[config.mk]
export PLATFORM = sky130hd
export DESIGN_NAME = keypad_scanner
export DESIGN_NICKNAME = d
export VERILOG_FILES = /design/src/rtl/keypad_scanner.sv
export SDC_FILE = /design/constraint.sdc
export NUM_CORES = 1
export LEC_CHECK = 0
export CAP_MARGIN = 20
export CORE_MARGIN = 2
export CORE_UTILIZATION = 49
export CTS_CLUSTER_DIAMETER = 200
export DETAILED_ROUTE_END_ITERATION = 8
export HOLD_SLACK_MARGIN = 0.12
export PLACE_DENSITY = 0.72
export SYNTH_ARGS = -nofsm -noshare
export SYNTH_HDL_FRONTEND = slang
export SYNTH_SLANG_ARGS = --single-unit
export TNS_END_PERCENT = 30
[constraint.sdc]
create_clock -name clk -period 4.8 [get_ports clk]
set_input_delay 0.48 -clock clk [delete_from_list [all_inputs] [get_ports clk]]
set_output_delay 0.48 -clock clk [all_outputs]
set_load 0.02 [all_outputs]
[src/rtl/keypad_scanner.sv]
// keypad_scanner: 4x4 matrix keypad scanner with two-flop synchronizer,
// press/release debounce and a two-entry history of accepted hex keys.
module keypad_scanner #(
    parameter int SCAN_CYCLES     = 24000,
    parameter int DEBOUNCE_CYCLES = 960000
) (
    input  logic       clk,
    input  logic       reset,
    input  logic [3:0] row,
    output logic [3:0] col,
    output logic [3:0] digit_new,
    output logic [3:0] digit_old,
    output logic       key_valid,
    output logic       key_held
);

    localparam int CMAX = (SCAN_CYCLES > DEBOUNCE_CYCLES) ?
                          SCAN_CYCLES : DEBOUNCE_CYCLES;
    localparam int CW   = (CMAX > 1) ? $clog2(CMAX) : 1;

    localparam logic [CW-1:0] SCAN_LAST = CW'(SCAN_CYCLES - 1);
    localparam logic [CW-1:0] DEB_LAST  = CW'(DEBOUNCE_CYCLES - 1);

    localparam logic [1:0] S_SCAN = 2'd0;
    localparam logic [1:0] S_DEB  = 2'd1;
    localparam logic [1:0] S_HELD = 2'd2;
    localparam logic [1:0] S_REL  = 2'd3;

    logic [3:0]    sync1_q, sync2_q;
    logic [1:0]    state_q, state_d;
    logic [CW-1:0] cnt_q, cnt_d;
    logic [3:0]    col_q, col_d;
    logic [1:0]    col_idx_q, col_idx_d;
    logic [1:0]    row_idx_q, row_idx_d;
    logic [3:0]    digit_new_q, digit_new_d;
    logic [3:0]    digit_old_q, digit_old_d;
    logic          key_valid_q, key_valid_d;
    logic          key_held_q, key_held_d;

    logic          one_low;
    logic [1:0]    low_idx;
    logic          row_up;

    function automatic logic [3:0] keymap(
        input logic [1:0] r,
        input logic [1:0] c
    );
        logic [3:0] k;
        case ({r, c})
            4'd0:    k = 4'h1;
            4'd1:    k = 4'h2;
            4'd2:    k = 4'h3;
            4'd3:    k = 4'hA;
            4'd4:    k = 4'h4;
            4'd5:    k = 4'h5;
            4'd6:    k = 4'h6;
            4'd7:    k = 4'hB;
            4'd8:    k = 4'h7;
            4'd9:    k = 4'h8;
            4'd10:   k = 4'h9;
            4'd11:   k = 4'hC;
            4'd12:   k = 4'hE;
            4'd13:   k = 4'h0;
            4'd14:   k = 4'hF;
            default: k = 4'hD;
        endcase
        return k;
    endfunction

    // Exactly one synchronized row low; multi-row presses count as none.
    always_comb begin
        one_low = 1'b1;
        low_idx = 2'd0;
        case (sync2_q)
            4'b1110: low_idx = 2'd0;
            4'b1101: low_idx = 2'd1;
            4'b1011: low_idx = 2'd2;
            4'b0111: low_idx = 2'd3;
            default: one_low = 1'b0;
        endcase
    end

    assign row_up = sync2_q[row_idx_q];

    // Scan / debounce / hold / release sequencing.
    always_comb begin
        state_d     = state_q;
        cnt_d       = cnt_q;
        col_d       = col_q;
        col_idx_d   = col_idx_q;
        row_idx_d   = row_idx_q;
        digit_new_d = digit_new_q;
        digit_old_d = digit_old_q;
        key_valid_d = 1'b0;
        key_held_d  = key_held_q;
        unique case (state_q)
            S_SCAN: begin
                if (cnt_q == SCAN_LAST) begin
                    cnt_d = '0;
                    if (one_low) begin
                        row_idx_d = low_idx;
                        state_d   = S_DEB;
                    end else begin
                        col_d     = {col_q[2:0], col_q[3]};
                        col_idx_d = col_idx_q + 2'd1;
                    end
                end else begin
                    cnt_d = cnt_q + CW'(1);
                end
            end
            S_DEB: begin
                if (row_up) begin
                    state_d   = S_SCAN;
                    cnt_d     = '0;
                    col_d     = {col_q[2:0], col_q[3]};
                    col_idx_d = col_idx_q + 2'd1;
                end else if (cnt_q == DEB_LAST) begin
                    digit_old_d = digit_new_q;
                    digit_new_d = keymap(row_idx_q, col_idx_q);
                    key_valid_d = 1'b1;
                    key_held_d  = 1'b1;
                    state_d     = S_HELD;
                    cnt_d       = '0;
                end else begin
                    cnt_d = cnt_q + CW'(1);
                end
            end
            S_HELD: begin
                if (row_up) begin
                    cnt_d   = '0;
                    state_d = S_REL;
                end
            end
            S_REL: begin
                if (!row_up) begin
                    state_d = S_HELD;
                    cnt_d   = '0;
                end else if (cnt_q == DEB_LAST) begin
                    state_d    = S_SCAN;
                    key_held_d = 1'b0;
                    cnt_d      = '0;
                end else begin
                    cnt_d = cnt_q + CW'(1);
                end
            end
            default: state_d = S_SCAN;
        endcase
    end

    // State and synchronizer registers with synchronous reset.
    always_ff @(posedge clk) begin
        if (reset) begin
            sync1_q     <= 4'b1111;
            sync2_q     <= 4'b1111;
            state_q     <= S_SCAN;
            cnt_q       <= '0;
            col_q       <= 4'b1110;
            col_idx_q   <= 2'd0;
            row_idx_q   <= 2'd0;
            digit_new_q <= 4'h0;
            digit_old_q <= 4'h0;
            key_valid_q <= 1'b0;
            key_held_q  <= 1'b0;
        end else begin
            sync1_q     <= row;
            sync2_q     <= sync1_q;
            state_q     <= state_d;
            cnt_q       <= cnt_d;
            col_q       <= col_d;
            col_idx_q   <= col_idx_d;
            row_idx_q   <= row_idx_d;
            digit_new_q <= digit_new_d;
            digit_old_q <= digit_old_d;
            key_valid_q <= key_valid_d;
            key_held_q  <= key_held_d;
        end
    end

    assign col       = col_q;
    assign digit_new = digit_new_q;
    assign digit_old = digit_old_q;
    assign key_valid = key_valid_q;
    assign key_held  = key_held_q;

endmodule

# --- Word-level counts from Yosys, hierarchy flattened ---
# Memory sizes are Yosys's and may differ from the RTL's. A register that Yosys moved wholly into a read port is not among the register bits.
# Index checks and enable logic that the tools add are counted.
classes:
  n_addsub: 2
  magnitude_cmp: 1
  n_eq_ne: 20
  n_mux: 32
  bitwise_logic: 2
  n_reduce_logical: 10
op_table:
  columns: ["cell", "n"]
  rows:
  - ["2-to-1 mux 20 bit", 5]
  - ["one-hot mux 20 bit (4 select lines)", 1]
  - ["adder 20 x 1 -> 20 bit (second input constant)", 1]
  - ["equality test 20 x 15 -> 1 bit (second input constant)", 1]
  - ["equality test 20 bit (second input constant)", 1]
  - ["2-to-1 mux 2 bit", 10]
  - ["!= test 2 bit (second input constant)", 9]
  - ["equality test 4 bit (second input constant)", 3]
  - ["2-to-1 mux 4 bit", 3]
  - ["AND reduction 5 bit", 2]
  - ["one-hot mux 2 bit (4 select lines)", 1]
  - ["one-hot mux 4 bit (2 select lines)", 1]
  - ["2-to-1 mux 1 bit", 7]
  - ["!= test 3 bit (second input constant)", 2]
  - ["one-hot mux 2 bit (3 select lines)", 1]
  - ["AND reduction 3 bit", 2]
  - ["equality test 2 bit (second input constant)", 2]
  - ["equality test 4 x 3 -> 1 bit (second input constant)", 1]
  - ["one-hot mux 2 bit (2 select lines)", 1]
  - ["AND reduction 4 bit", 1]
  - ["nonzero test 2 bit", 2]
  - ["OR reduction 4 bit", 1]
  - ["less-than comparator 2 x 3 -> 1 bit (second input constant)", 1]
  - ["OR reduction 3 bit", 1]
  - ["other kinds (6)", 7]
word_totals:
  reg_bits: 44
  mem_bits_ro: 64
  input_bits: 6
  output_inout_bits: 14
  elab_cells: 78
  n_memories: 1
mem_list:
  columns: ["name", "depth", "width", "rd", "rd_clocked_by_memory_dff", "write_ports", "line_no", "source"]
  rows:
  - ["(no name shown)", 16, 4, 1, 1, 0, "49", "case ({r, c})"]

# --- Depth between registers and ports, before layout ---
# Gate-level depths: netlist of the first run.
depth:
  ltp_word: 6
  depth_mapped: 8
  ltp_nobuf: 7

# --- Worst setup path after synthesis of the first run ---
# Ideal clock, no wire load.
synth_path:
  path_type: "register to register"
  startpoint: "register cnt_q[0]"
  endpoint: "register cnt_q[17]"
  setup_time_ps: 115
  arrival_ps: 1986
  required_ps: 4685
  setup_slack_ps: 2700
  stages_incl_launch_ff: 9
  n_path_buf: 2
  period_less_slack_ps: 2100
  path_cell_list: "dfxtp_1 > ha_1 > clkbuf_1 > nand4_1 > or4_1 > nor4_4 > or4_4 > buf_6 > nor2_1"
synth_between:
  elab_chain_cells: 4
  word_cells_on_any_way: 8
  cone_classes: "1 x add/sub; 2 x eq/ne; 5 x mux"
synth_rtl:
  columns: ["item", "line_no", "source"]
  rows:
  - ["start: declaration", "31", "logic [CW-1:0] cnt_q, cnt_d;"]
  - ["start signal: assignment", "168", "cnt_q <= cnt_d;"]
  - ["adder 20 x 1 -> 20 bit or equality test 20 bit (tied branches)", null, null]
  - ["2-to-1 mux 20 bit", "117, 138", null]
  - ["2-to-1 mux 20 bit (on tied branches)", "135, 112", null]
  - ["one-hot mux 20 bit (4 select lines) *", "96", "unique case (state_q)"]
# Mark *: on every way between the ends. The rest lies on a longest branch, timed or not.
# A chain may end at the register's enable or synchronous reset.

# --- Final worst setup path of the first run ---
layout_path:
  startpoint: "register row_idx_q[0]"
  endpoint: "register digit_old_q[3], in the netlist digit_old[3]"
layout_between:
  elab_chain_cells: 4
layout_rtl:
  columns: ["item", "line_no", "source"]
  rows:
  - ["start: declaration", "34", "logic [1:0] row_idx_q, row_idx_d;"]
  - ["start signal: assignment", "171", "row_idx_q <= row_idx_d;"]
  - ["binary-select mux 1 bit (select 2 bit)", "83", "assign row_up = sync2_q[row_idx_q];"]
  - ["2-to-1 mux 1 bit (implied by the code)", "83", null]
  - ["NOT 1 bit (no line)", null, null]
  - ["AND reduction 3 bit (no line)", null, null]
  - ["end signal: assignment", "173", "digit_old_q <= digit_old_d;"]
  - ["end: declaration", "36", "logic [3:0] digit_old_q, digit_old_d;"]
# No other way between the ends. The select of a mux whose other input is x is not followed.

==> results of run 1 <==
==> layer usage <==
layer,share of wire (%),routed length [µm]
met1,51,2090
met3,3.6,151
met2,44,1830
met5,0,0
met4,1.6,65
==> cells in the mapped netlist, types with 3 or more instances <==
master / number / area, µm²
a211oi_1: 3 / 22.5
a21oi_1: 4 / 20.0
and3_1: 4 / 25.0
buf_6: 6 / 67.6
clkbuf_1: 7 / 26.3
dfxtp_1: 48 / 961
ha_1: 5 / 62.6
inv_1: 6 / 22.5
mux2i_1: 15 / 150
nand2_1: 12 / 45.0
nand2b_1: 5 / 31.3
nand3_1: 8 / 40.0
nand4_1: 10 / 62.6
nand4b_1: 3 / 26.3
nor2_1: 39 / 146
nor2_2: 4 / 25.0
nor3_1: 3 / 15.0
nor4_1: 6 / 37.5
nor4b_1: 5 / 43.8
or2_2: 9 / 56.3
xnor2_1: 9 / 78.8
xor2_1: 15 / 131
==> worst paths after layout <==
check / startpoint / to / cells after the start
worst max-delay path: row_idx_q[0] / digit_old[3] / 5
worst min-delay path: sync1_q[2] / sync2_q[2] / 1
worst max register to register: row_idx_q[0] / digit_old[3] / 5
worst min register to register: sync1_q[2] / sync2_q[2] / 1
==> critical path, stage by stage (launching register included) <==
cell     delay [ns]
dfxtp_1        0.52
mux4_2         0.69
nor2_1         0.15
nor4b_4        0.68
mux2i_1        0.27
nor2_1         0.05
==> area by class of cell <==
cell class,count,share of cell area (%)
Multi-Input combinational cell,189,49.4
Sequential cell,48,35.7
Clock buffer,6,3.06
Clock inverter,2,0.511
Timing Repair Buffer,20,7.34
Tap cell,67,3.11
Inverter,7,0.975
==> sequential cells by signal, summed over array words and instances, names as in the netlist, 2 cells and up, named ones only <==
| register | count |
|---|---|
| col | 4 |
| digit_old | 4 |
| sync2_q | 4 |
| digit_new | 4 |
| sync1_q | 4 |
| col_idx_q | 2 |
| cnt_q | 20 |
| row_idx_q | 2 |
==> cells by family (layout without fill, tap and decap cells) <==
group | count (synthesis) | in the layout
adder cells (fa/ha/maj) | 5 | 5
flip-flops | 48 | 48
AND/OR/NAND/NOR | 122 | 122
buffers and inverters | 22 | 35
XOR/XNOR | 24 | 24
multiplexers | 18 | 18
AO/OA/AOI/OAI | 20 | 20
==> power by group <==
part           internal, mW  switching (mW)
logic                0.0166          0.0168
registers             0.404         0.00558
clock network         0.118           0.132
==> flow_summary.json, run 1 <==
{
  "die_y_um": 74.3,
  "initial_core_util_pct": 50.9,
  "yosysUniqueCellTypes": 49,
  "syn_area_per_cell_um2": 9.35,
  "cts_buffers": 5,
  "ys.flop_type": "dfxtp_1",
  "setup_tns_ns": 0,
  "utilization_pct": 56.7,
  "clk_pin_slew_ns": 0.08,
  "synth_cells": 259,
  "synthArstFlopShare_pct": 0,
  "ctsHoldBuffers": 0,
  "met3_usage_pct": 4.07,
  "required_ns": 4.99,
  "clock_path_buffers": 2,
  "ir_drop_v": 0.000157,
  "chipWidth_um": 74.3,
  "dieArea_um2": 5520,
  "wl_per_cell_um": 12.2,
  "rows": 25,
  "worstHoldPathType": "flop to flop",
  "grt_max_degree": 34,
  "drcViolationCount": 0,
  "clock_latency_ns": 0.30,
  "hold_ws_ns": 0.416,
  "ant_nets": 0,
  "min_period_ns": 2.47,
  "dpl.hpwl_um": 2920,
  "dp_cells": 331,
  "regArea_um2": 961,
  "outcome": "finished, final reports clean",
  "r2r_setup_slack_ns": 2.33,
  "hold_viol": 0,
  "cts.htree.levels": 2,
  "drv_cap": 0,
  "area_growth_pct": 11.3,
  "arrival_ns": 2.65,
  "final_area_um2": 2700,
  "nets": 282,
  "layout_common_cells": "dfxtp_1 (48), nor2_1 (39), clkdlybuf4s50_1 (19)",
  "core_area_um2": 4750,
  "grt_most_used_layer": "met2",
  "first_global_vias": 1516,
  "drt-initial-drc-count": 136,
  "use_met2_pct": 24.6,
  "yosys.area_share.simple_pct": 29.1,
  "synth_mux_area_share_pct": 8.06,
  "dp_slack_ns": 2.33,
  "worst_pin_slew_ns": 0.793,
  "cts_tree": "done",
  "viasPerCell": 5.31,
  "crit_type": "flop to flop",
  "synth_compound_area_share_pct": 6.51,
  "cts_resized": 0,
  "maxSlewViolCount": 0,
  "powerDensity_nw_per_um2": 257,
  "cts.root.buffer_cell": "clkbuf_8",
  "cts.sinks": 48,
  "clock_skew_ns": 0.00278,
  "ys_ff_latch": 48,
  "finalPower_mw": 0.693,
  "end_kind": "flop",
  "total_leakage_power_nw": 0.949,
  "synth_top_family_by_area": "simple AND/OR/NAND/NOR gates",
  "fmax_mhz": 405,
  "finalWeightedCongestion": 0.851,
  "final_cells": 339,
  "synth_xor_area_share_pct": 8.68,
  "synth_fa_ha_area_share_pct": 2.58,
  "dr.pass1.iters": 4,
  "setup_ws_ns": 2.33,
  "cp_max_fo": 11,
  "start_kind": "flop",
  "synth_warnings": 0,
  "grt_overflow_total": 0,
  "vias": 1799,
  "finalCritPeriodShare_pct": 51.4,
  "rsz0062_at_grt": "false",
  "syn_area_um2": 2420,
  "mostFrequentLayoutCell": "dfxtp_1",
  "grt_usage_pct": 16.6,
  "antenna_cells": 0,
  "drive_gt1_share_pct": 13.2,
  "synth_edf_count": 0,
  "syn-num-nets": 270,
  "relSlewSlack_pct": 46.9,
  "grt_pass1_wl_um": 6980,
  "grt_util_met1_pct": 22.7,
  "antenna_found_initial": 0,
  "setup_violations": 0,
  "multi_input_area_um2": 1330,
  "wl_um": 4140,
  "synth_seq_area_share_pct": 39.7,
  "fillers": 449,
  "ioPinCount": 20,
  "post_cts.repair.setup_buffers": 0,
  "portBuffers": 19,
  "placed_cell_area_um2": 2600
}
(Power assumes the default switching activity.)
==> run 2: changes to the inputs <==
==> constraint.sdc (replaced) <==
create_clock -name clk -period 2.5 [get_ports clk]
set_input_delay 0.25 -clock clk [delete_from_list [all_inputs] [get_ports clk]]
set_output_delay 0.25 -clock clk [all_outputs]
set_load 0.02 [all_outputs]
==> run 2 against run 1 <==
Net effect:
- critical path depth stayed put
- register-to-register slack worse by 2.1 ns
- wire length grew 6.3%
- total power up 110%
- non-clock buffer count up 8
- worst hold slack better by 0.0010 ns
- worst setup slack worse by 2.1 ns
- utilization rose by 1.7 points
==> flow_summary.json, run 2 (synthesis gave the netlist of run 1 again) <==
{
  "fmax_mhz": 438,
  "cp_max_fo": 20,
  "worst_pin_slew_ns": 0.435,
  "r2r-end": "cnt_q[5]",
  "total_leakage_power_nw": 0.994,
  "rr_worst_depth": 5,
  "clk_pin_slew_ns": 0.09,
  "grt_usage_pct": 17.6,
  "clock_path_buffers": 2,
  "path_cells": "mux4_2 -> xnor2_1 -> o2bb2ai_1 -> or4_4 -> nor2_1",
  "r2r_setup_slack_ns": 0.22,
  "die_y_um": 74.3,
  "first_global_vias": 1617,
  "min_to": "sync2_q[3]",
  "critical-path-max-stage-delay_ns": 0.68,
  "setup_tns_ns": 0,
  "rows": 25,
  "ioPinCount": 20,
  "worstHoldPathType": "flop to flop",
  "setup_violations": 0,
  "timing.rr.start": "row_idx_q[0]",
  "dr.pass1.iters": 4,
  "dpl.hpwl_um": 3080,
  "wl_um": 4400,
  "drt-initial-drc-count": 121,
  "min_path_cells": 1,
  "drcViolationCount": 0,
  "portBuffers": 19,
  "crit_path_start": "row_idx_q[0]",
  "hp-start": "sync1_q[3]",
  "min_period_ns": 2.28,
  "clock_latency_ns": 0.31,
  "cts_tree": "done",
  "arrival_ns": 2.53,
  "nets": 290,
  "drive_gt1_share_pct": 15.7,
  "largest_reg_flops": 20,
  "drv_cap": 0,
  "post_cts.repair.setup_buffers": 0,
  "grt_max_degree": 33,
  "start_kind": "flop",
  "cts.sinks": 48,
  "antenna_found_initial": 0,
  "core_area_um2": 4750,
  "layout_common_cells": "dfxtp_1 (48), nor2_1 (39), clkdlybuf4s50_1 (19)",
  "viasPerCell": 5.29,
  "finalCritPeriodShare_pct": 91.4,
  "area_growth_pct": 14.6,
  "cts.htree.levels": 2,
  "maxSlewViolCount": 0,
  "grt_overflow_total": 0,
  "grt_pass1_wl_um": 7460,
  "cts_resized": 0,
  "wl_per_cell_um": 12.7,
  "cts_buffers": 5,
  "finalPower_mw": 1.43,
  "ctsHoldBuffers": 0,
  "regMostFlops": "cnt_q",
  "cts.root.buffer_cell": "clkbuf_8",
  "clock_skew_ns": 0.00549,
  "crit_type": "flop to flop",
  "hold_ws_ns": 0.417,
  "outcome": "finished, final reports clean",
  "initial_core_util_pct": 50.9,
  "antenna_cells": 0,
  "end_kind": "flop",
  "ant_nets": 0,
  "vias": 1835,
  "ir_drop_v": 0.000269,
  "hold_viol": 0,
  "chipWidth_um": 74.3,
  "mostFrequentLayoutCell": "dfxtp_1",
  "rsz0062_at_grt": "false",
  "slowest_stage": "mux4_2",
  "relSlewSlack_pct": 70.6,
  "dieArea_um2": 5520,
  "finalWeightedCongestion": 0.871,
  "powerDensity_nw_per_um2": 517,
  "required_ns": 2.74,
  "fillers": 423
}
[run 2: changes by cell type in the layout (fill, tap and decap cells not counted)]
cell / change
buf_4: +8
bufinv_16: +1
clkbuf_8: -1
clkinv_2: -1
clkinvlp_4: +1
[run 2: final cells by class]
| cell class | count | area (µm²) | share of cell area, % |
|---|---|---|---|
| multi-input cells | 189 | 1330 | 47.9 |
| flip-flops and latches | 48 | 961 | 34.6 |
| repair buffers | 28 | 258 | 9.29 |
| well taps | 67 | 83.8 | 3.02 |
| clock buffers | 5 | 68.8 | 2.48 |
| clock inverters | 3 | 46.3 | 1.67 |
| inverters | 7 | 26.3 | 0.947 |
[run 2: metal layers]
metal	GRT usage [%]	wire length, µm
met5	0	0
met4	8.33	102
met3	4.07	129
met2	26.7	1980
met1	23.8	2190
[run 2: report_power, final]
part           internal, mW  switching, mW  leakage (nW)  total [mW]
Sequential            0.776         0.0109         0.389       0.787
Clock                 0.301          0.279        0.0548       0.581
Combinational        0.0325         0.0333         0.550      0.0658
[run 2: worst max-delay path by stage]
| stage | end | slack, ns | cells past startpoint |
|---|---|---|---|
| after floorplan | cnt_q[17] | 0.40 | 8 |
| after global placement | cnt_q[1] | 0.29 | 5 |
| after detailed placement | cnt_q[5] | 0.24 | 5 |
| after CTS | cnt_q[5] | 0.21 | 5 |
| after global routing | cnt_q[12] | 0.06 | 5 |
| final | cnt_q[5] | 0.22 | 5 |
[run 2: per-stage QoR]
stage | util, % | setup WS, ns | instances | area, µm²
after detailed placement | 55.9 | 0.236 | 339 | 2660
after global placement | 55.9 | 0.292 | 339 | 2660
final | 58.3 | 0.215 | 347 | 2770
after global routing | 58.3 | 0.0597 | 347 | 2770
after floorplan | - | 0.400 | 259 | 2420
after CTS | 58.3 | 0.212 | 347 | 2770
[run 2: worst max-delay path: cells and delay by family, from the launching register on]
kind            cells  cell delay, ns
compound gates      1            0.13
simple gates        2            0.73
xor+xnor            1            0.17
flops               1            0.51
mux                 1            0.68
